## config.mk

```make
export PLATFORM = sky130hd
export DESIGN_NAME = xgemac_rx_pkt_sink
export DESIGN_NICKNAME = d
export VERILOG_FILES = /design/src/rtl/xgemac_rx_pkt_sink.sv
export SDC_FILE = /design/constraint.sdc
export NUM_CORES = 1
export LEC_CHECK = 0
export ABC_AREA = 1
export CORE_ASPECT_RATIO = 1.75
export CORE_MARGIN = 4
export CORE_UTILIZATION = 55
export DETAILED_ROUTE_END_ITERATION = 7
export PLACE_DENSITY = 0.8
export SYNTH_ARGS = -nofsm -noshare
export SYNTH_HDL_FRONTEND = slang
export SYNTH_SLANG_ARGS = --single-unit
```

## constraint.sdc

```tcl
create_clock -name clk_156m25 -period 3.55 [get_ports clk_156m25]
set_input_delay 0.71 -clock clk_156m25 [delete_from_list [all_inputs] [get_ports clk_156m25]]
set_output_delay 0.71 -clock clk_156m25 [all_outputs]
set_load 0.01 [all_outputs]
```

## src/rtl/xgemac_rx_pkt_sink.sv

```systemverilog
`default_nettype none
// ============================================================================
//  Module   : xgemac_rx_pkt_sink
//  Brief    : Pulls packets from the 10G MAC receive interface into a small
//             first-word-fall-through FIFO and keeps receive statistics
//             (packets, bytes, error packets, framing violations).
//  Revision : 1.0  initial release
// ============================================================================
module xgemac_rx_pkt_sink #(
   parameter int FIFO_AW = 2
) (
   input  logic          clk_156m25,
   input  logic          reset_156m25_n,
   // MAC packet read interface
   input  logic          pkt_rx_avail,
   output logic          pkt_rx_ren,
   input  logic [63:0]   pkt_rx_data,
   input  logic          pkt_rx_val,
   input  logic          pkt_rx_sop,
   input  logic          pkt_rx_eop,
   input  logic [2:0]    pkt_rx_mod,
   input  logic          pkt_rx_err,
   // downstream word stream
   output logic [63:0]   out_data,
   output logic          out_sop,
   output logic          out_eop,
   output logic          out_err,
   output logic [2:0]    out_mod,
   output logic          out_valid,
   input  logic          out_ready,
   // statistics
   input  logic          stat_clr,
   output logic [31:0]   stat_pkt_cnt,
   output logic [31:0]   stat_byte_cnt,
   output logic [15:0]   stat_err_cnt,
   output logic [15:0]   stat_frm_err_cnt
);

   localparam int             DEPTH   = 1 << FIFO_AW;
   localparam int             ENTRY_W = 70;
   localparam logic [FIFO_AW:0] DEPTH_C = (FIFO_AW + 1)'(DEPTH);

   typedef enum logic [0:0] {
      ST_IDLE = 1'b0,
      ST_READ = 1'b1
   } state_t;

   state_t               state_q;
   logic                 ren_q;
   logic [FIFO_AW:0]     count_q;
   logic [FIFO_AW:0]     count_d;
   logic [FIFO_AW-1:0]   wr_ptr_q;
   logic [FIFO_AW-1:0]   rd_ptr_q;
   logic [ENTRY_W-1:0]   mem_q [DEPTH];
   logic                 in_pkt_q;
   logic [31:0]          pkt_cnt_q;
   logic [31:0]          byte_cnt_q;
   logic [15:0]          err_cnt_q;
   logic [15:0]          frm_err_cnt_q;

   logic [FIFO_AW:0]     w_used;
   logic                 w_space_ok;
   logic                 w_push;
   logic                 w_pop;
   logic                 w_eop_word;
   logic [ENTRY_W-1:0]   w_wr_entry;
   logic [ENTRY_W-1:0]   w_head;
   logic [3:0]           w_bytes;
   logic                 w_frm_err;

   // A read issued last cycle still has its word in flight, so it reserves a
   // slot; a pop in the current cycle is deliberately not counted as space.
   assign w_used     = count_q + {{FIFO_AW{1'b0}}, ren_q};
   assign w_space_ok = (w_used < DEPTH_C);
   assign w_eop_word = pkt_rx_val & pkt_rx_eop;

   // Read enable stops in the same cycle the eop word returns, so the MAC is
   // never asked for a word beyond the end of the packet.
   assign pkt_rx_ren = (state_q == ST_READ) & ~w_eop_word & w_space_ok;

   assign w_push     = pkt_rx_val;
   assign out_valid  = (count_q != '0);
   assign w_pop      = out_valid & out_ready;
   assign w_wr_entry = {pkt_rx_data, pkt_rx_sop, pkt_rx_eop, pkt_rx_mod, pkt_rx_err};
   assign w_head     = mem_q[rd_ptr_q];

   // Outputs are forced to zero whenever the FIFO is empty (including reset),
   // so stale storage contents never leak out.
   assign out_data = out_valid ? w_head[69:6] : 64'd0;
   assign out_sop  = out_valid & w_head[5];
   assign out_eop  = out_valid & w_head[4];
   assign out_mod  = out_valid ? w_head[3:1] : 3'd0;
   assign out_err  = out_valid & w_head[0];

   // Bytes carried by the incoming word: a full word unless it ends the packet.
   assign w_bytes   = (pkt_rx_eop && (pkt_rx_mod != 3'd0)) ? {1'b0, pkt_rx_mod} : 4'd8;
   // sop must arrive exactly when no packet is open.
   assign w_frm_err = (pkt_rx_sop == in_pkt_q);

   // Next FIFO occupancy; simultaneous push and pop cancel out.
   always_comb begin
      count_d = count_q;
      if (w_push && !w_pop) begin
         count_d = count_q + 1'b1;
      end else if (!w_push && w_pop) begin
         count_d = count_q - 1'b1;
      end
   end

   // Packet read FSM: wait for a complete packet, read until its eop returns.
   always_ff @(posedge clk_156m25 or negedge reset_156m25_n) begin
      if (!reset_156m25_n) begin
         state_q <= ST_IDLE;
      end else begin
         case (state_q)
            ST_IDLE: if (pkt_rx_avail) state_q <= ST_READ;
            ST_READ: if (w_eop_word)   state_q <= ST_IDLE;
            default:                   state_q <= ST_IDLE;
         endcase
      end
   end

   // Remember last cycle's read enable to account for the word in flight.
   always_ff @(posedge clk_156m25 or negedge reset_156m25_n) begin
      if (!reset_156m25_n) begin
         ren_q <= 1'b0;
      end else begin
         ren_q <= pkt_rx_ren;
      end
   end

   // FIFO pointers and occupancy.
   always_ff @(posedge clk_156m25 or negedge reset_156m25_n) begin
      if (!reset_156m25_n) begin
         wr_ptr_q <= '0;
         rd_ptr_q <= '0;
         count_q  <= '0;
      end else begin
         if (w_push) wr_ptr_q <= wr_ptr_q + 1'b1;
         if (w_pop)  rd_ptr_q <= rd_ptr_q + 1'b1;
         count_q <= count_d;
      end
   end

   // FIFO storage; no reset needed because outputs are gated by occupancy.
   always_ff @(posedge clk_156m25) begin
      if (w_push) begin
         mem_q[wr_ptr_q] <= w_wr_entry;
      end
   end

   // Packet-open tracking used for framing checks.
   always_ff @(posedge clk_156m25 or negedge reset_156m25_n) begin
      if (!reset_156m25_n) begin
         in_pkt_q <= 1'b0;
      end else if (pkt_rx_val) begin
         if (pkt_rx_eop) begin
            in_pkt_q <= 1'b0;
         end else if (pkt_rx_sop) begin
            in_pkt_q <= 1'b1;
         end
      end
   end

   // Statistics counters; a clear wins over any increment in the same cycle.
   always_ff @(posedge clk_156m25 or negedge reset_156m25_n) begin
      if (!reset_156m25_n) begin
         pkt_cnt_q     <= '0;
         byte_cnt_q    <= '0;
         err_cnt_q     <= '0;
         frm_err_cnt_q <= '0;
      end else if (stat_clr) begin
         pkt_cnt_q     <= '0;
         byte_cnt_q    <= '0;
         err_cnt_q     <= '0;
         frm_err_cnt_q <= '0;
      end else if (pkt_rx_val) begin
         byte_cnt_q <= byte_cnt_q + {28'd0, w_bytes};
         if (pkt_rx_eop) begin
            pkt_cnt_q <= pkt_cnt_q + 32'd1;
            if (pkt_rx_err) err_cnt_q <= err_cnt_q + 16'd1;
         end
         if (w_frm_err) frm_err_cnt_q <= frm_err_cnt_q + 16'd1;
      end
   end

   assign stat_pkt_cnt     = pkt_cnt_q;
   assign stat_byte_cnt    = byte_cnt_q;
   assign stat_err_cnt     = err_cnt_q;
   assign stat_frm_err_cnt = frm_err_cnt_q;

endmodule
`default_nettype wire

```

Word level (Yosys, flattened, before mapping)
Memories as Yosys holds them, arrays and structs flattened.
Cells that the tools add are included.
{ "classes": {"reduce_logical": 17, "mux": 24, "magnitude_cmp": 1, "eq_ne": 1, "add_sub_neg": 9, "bitwise": 9} }
{ "op_table": {"columns": ["op", "count"], "rows": [
  ["$mux W32", 5],
  ["$mux W16", 7],
  ["$mux W64", 1],
  ["$add A16 B1 Y16 const B", 2],
  ["$add A32 B1 Y32 const B", 1],
  ["$add A32 B4 Y32", 1],
  ["$reduce_bool A2 Y1", 6],
  ["$mux W3", 3],
  ["$and A1 B1 Y1", 7],
  ["$mux W1", 6],
  ["$reduce_and A2 Y1", 3],
  ["$reduce_bool A3 Y1", 2],
  ["$add A2 B1 Y2 const B", 2],
  ["$mux W4", 1],
  ["$add A3 B1 Y3", 1],
  ["$add A3 B1 Y3 const B", 1],
  ["$logic_and A1 B1 Y1", 3],
  ["$lt A3 B3 Y1 const B", 1],
  ["$reduce_and A3 Y1", 1],
  ["$sub A3 B1 Y3 const B", 1],
  ["$logic_not A1 Y1", 2],
  ["$not A1 Y1", 2],
  ["$pmux W1 S2", 1],
  ["$eq A1 B1 Y1", 1]
]} }
{ "word_totals": {"n_memories": 1, "elab_cells": 72, "ram_bits": 280, "ff_bits": 106, "out_inout_bits": 168, "inputBits": 76} }
{ "mem_list": {"columns": ["memory", "depth", "width", "read_ports", "rd_ports_with_merged_regs", "wr", "line_no", "rtl"], "rows": [
  ["mem_q", 4, 70, 1, 0, 1, "54", "logic [ENTRY_W-1:0] mem_q [DEPTH];"]
]} }

Logic depth before layout (Yosys ltp)
{ "logic_depth": {"word_depth": 6, "mapped_depth": 15, "depth_no_buf": 15} }

Worst setup path before layout
No wires, ideal clock.
{ "synth_path": {"path_type": "in2reg", "startpoint": "input pkt_rx_val", "endpoint": "memory mem_q[1][0], enable pin", "cell_stages": 4, "setup_time_ps": 424, "required_time_ps": 3126, "setup_slack_ps": 553, "t_arrival_ps": 2573, "path_buffers": 2, "cell_sequence": "buf_4 -> clkbuf_1 -> nand2_1 -> inv_1"} }
{ "synth_between": {"elab_chain_len": 2} }
{ "synth_lines": {"columns": ["element", "line_no", "rtl"], "rows": [
  ["from (decl)", "18", "input logic pkt_rx_val,"],
  ["$mux W1", "147", "if (w_push) begin"],
  ["$mux W1 (not written as such)", "148", "mem_q[wr_ptr_q] <= w_wr_entry;"],
  ["to (decl)", "54", null]
]} }
No other way between the ends.

Final worst setup path
{ "layout_path": {"startpoint": "register rd_ptr_q[0]", "endpoint": "output out_data[61]"} }
{ "layout_between": {"elab_chain_len": 2} }
{ "layout_lines": {"columns": ["element", "line_no", "rtl"], "rows": [
  ["from (decl)", "53", "logic [FIFO_AW-1:0] rd_ptr_q;"],
  ["from (signal assigned)", "140", "if (w_pop) rd_ptr_q <= rd_ptr_q + 1'b1;"],
  ["$mem_v2 Z4 W70", null, null],
  ["$mux W64", "89", "assign out_data = out_valid ? w_head[69:6] : 64'd0;"],
  ["to (decl)", "24", "output logic [63:0] out_data,"]
]} }
No other way between the ends.

==> reports/metrics.cfg <==
[outcome]
status = finished clean

[clock_tree]
cts_sinks = 386
cts_hold_buf = 0
clkTransAtPathRegs_ns = 0.06
cts_max_level = 2
clk_path_buf_depth = 3
cts_tree = yes
cts-root-buf = clkbuf_16
numCtsBuffers = 35
worst_skew_pair.late_latency_ns = 0.52

[sta]
slew_headroom = 0.4708
worst_pin_slew_ns = 0.7937
post-route-period-util = 0.9539
setup_viol = 0
max_freq_ghz = 0.2953
drv_slew = 0
fin_skew_ns = 0.01094
setup_tns_ns = 0
finalCriticalPeriod_ns = 3.386
hold_violations = 0
rsz0062_at_grt = no
whs_ns = 0.2376

[hold_path]
hold_class = in2async

[final_layout]
ff_latch_area_sq_mm = 0.01107
stdcell_count = 2422
multi_input_area_sq_mm = 0.005419
final_common_cell = nor2_1
drive_gt1_frac = 0.05517
area_growth_pct = 23.15
finalNetCount = 2097
fin_area_sq_mm = 0.02129
fillCellCount = 2260
layout_common_cells = nor2_1 (433), edfxtp_1 (280), nand2_1 (264), clkdlybuf4s50_1 (242), o21ai_0 (185)

[worst_setup_path]
critPathKind = reg2out
worstPathRequired_ns = 2.84
rr_worst_depth = 10
startpoint = rd_ptr_q[0]
r2r-start = count_q[0]
cp_slowest_cell = clkdlybuf4s50_1
end_kind = output port
path_cells = clkinv_2 > buf_16 > o21ai_0 > a21oi_1 > clkdlybuf4s50_1
crit_path_start_kind = flop
crit_path_max_fanout = 140
max_stage_delay_ns = 0.60
crit_arrival_ns = 2.68

[grt]
grt_use_total = 0.2540
grt_overflow = 0
grt_first_pass_wirelength_mm = 69.88
antenna_found_initial = 2
grt_max_degree = 143
first_global_vias = 13660
top_usage_layer = met2
use_met2 = 0.4591
grtUsageMet3 = 0.05451
grtUsageMet1 = 0.2876

[route]
ant_nets = 0
drc_errors = 0
vias_per_cell = 5.569
wire_per_inst_um = 18.36
drt_first_pass_iters = 5
wirelength_mm = 44.47
first_iter_violations = 714
dr_total_vias = 13490

[pwr]
ir_drop_uv = 623.4
p_total_mw = 14.63
p_leak_nw = 7.927
p_per_area_mw_per_mm2 = 687.3

[flow_run]
maxCapViolations = 0

[synthesis]
avgSynthCellArea_sq_um = 9.755
yosysWarningCount = 0
synthCells = 1772
netlist_area_sq_mm = 0.01729
synth.ff_latch_count = 386
synth-seq-area-share = 0.6398
synth_fp_nets = 1862
ys_types = 38

[placement]
dpl.hpwl_mm = 28.36
place_congestion = 0.9091
placed_cell_area_sq_mm = 0.02017
io_buffers = 243
dp_cells = 2360

[floorplanning]
die_w_um = 142.0
dieArea_sq_mm = 0.03444
pin_count = 244
coreArea_sq_mm = 0.03095
initial_core_util = 0.5586
die_h_um = 242.5
rows = 85

## routing by layer
layer | share of wire | up-vias
met2 | 0.54 | 489
met5 | 0.00018 | -
met1 | 0.36 | 6470
met4 | 0.031 | 2
met3 | 0.073 | 97
li1 | - | 6429
## final timing paths
kind	endpoint	slack, ns
max reg2reg	count_q[2]	1.09
max	out_data[61]	0.16
min	stat_pkt_cnt[27]	0.24
min reg2reg	state_q	0.49
max in group asynchronous	stat_byte_cnt[3]	2.44
min in group clk_156m25	state_q	0.49
## area by class of cell
class | instances | share of cell area
clock inverter | 13 | 0.004702
sequential | 386 | 0.5198
multi-input combinational | 1182 | 0.2545
antenna | 1 | 0.0001175
clock buffer | 47 | 0.04572
tap | 391 | 0.02298
inverter | 136 | 0.02427
timing repair buffer | 266 | 0.1279
## registers in the layout (all words and copies together), names as in the netlist
register          flops
in_pkt_q              1
stat_frm_err_cnt     16
rd_ptr_q              2
state_q               1
wr_ptr_q              2
count_q               3
stat_pkt_cnt         32
ren_q                 1
mem_q               280
stat_byte_cnt        32
stat_err_cnt         16
## cell families (layout without fill, tap and decap cells)
family | Yosys count | count (layout) | synth area share
AOI/OAI and AO/OA | 304 | 304 | 0.09047
xor gates and xnor gates | 10 | 10 | 0.005066
adders and majority gates | 14 | 14 | 0.01100
buffers and inverters | 204 | 462 | 0.04705
DFF | 386 | 386 | 0.6398
muxes | 1 | 1 | 0.0006514
other | 0 | 1 | 0
and+or+nand+nor | 853 | 853 | 0.2059
## synth_stat cells, drive strengths merged
cell type  count  area share
xor2           6      0.0030
clkbuf        47       0.011
dfrtp        106        0.15
nor3          25      0.0084
a21oi        106       0.031
xnor2          4      0.0020
o21ai        186       0.054
o21a           2     0.00087
buf           21      0.0067
nand2        271       0.061
a31o           1     0.00051
nor2         442       0.099
o31ai          2     0.00087
nor3b          7      0.0030
nand4         29       0.010
and3           3      0.0011
inv          136       0.030
mux2           1     0.00065
nand3b         1     0.00043
o21bai         6      0.0033
fa             2      0.0023
and2           2     0.00072
edfxtp       280        0.49
a211oi         1     0.00043
nand3         73       0.022
ha            12      0.0087
## power breakdown
part,internal [mW],switching [mW]
logic,2.19,3.07
clock network,2.01,1.58
registers,5.58,0.198
total,9.78,4.85
## repair_timing
item / CTS / global route
setup endpoints to repair: 0 / 3
gates resized for setup: 0 / 2
buffers inserted: 0 / 0
## critical path: cells and delay by family, from the launching register on
family / cells / cell delay, ns
compound gates: 2 / 0.51
flops: 1 / 0.53
buf+inv: 3 / 1.08
## metrics by stage
stage | utilization | setup slack, ns
after floorplan | - | 0.5526
after global placement | 0.6518 | 0.4416
after detailed placement | 0.6518 | 0.4395
after CTS | 0.6865 | 0.08703
after global routing | 0.6879 | 0.02756
final | 0.6879 | 0.1636
Power figures use the tool's default switching activity.
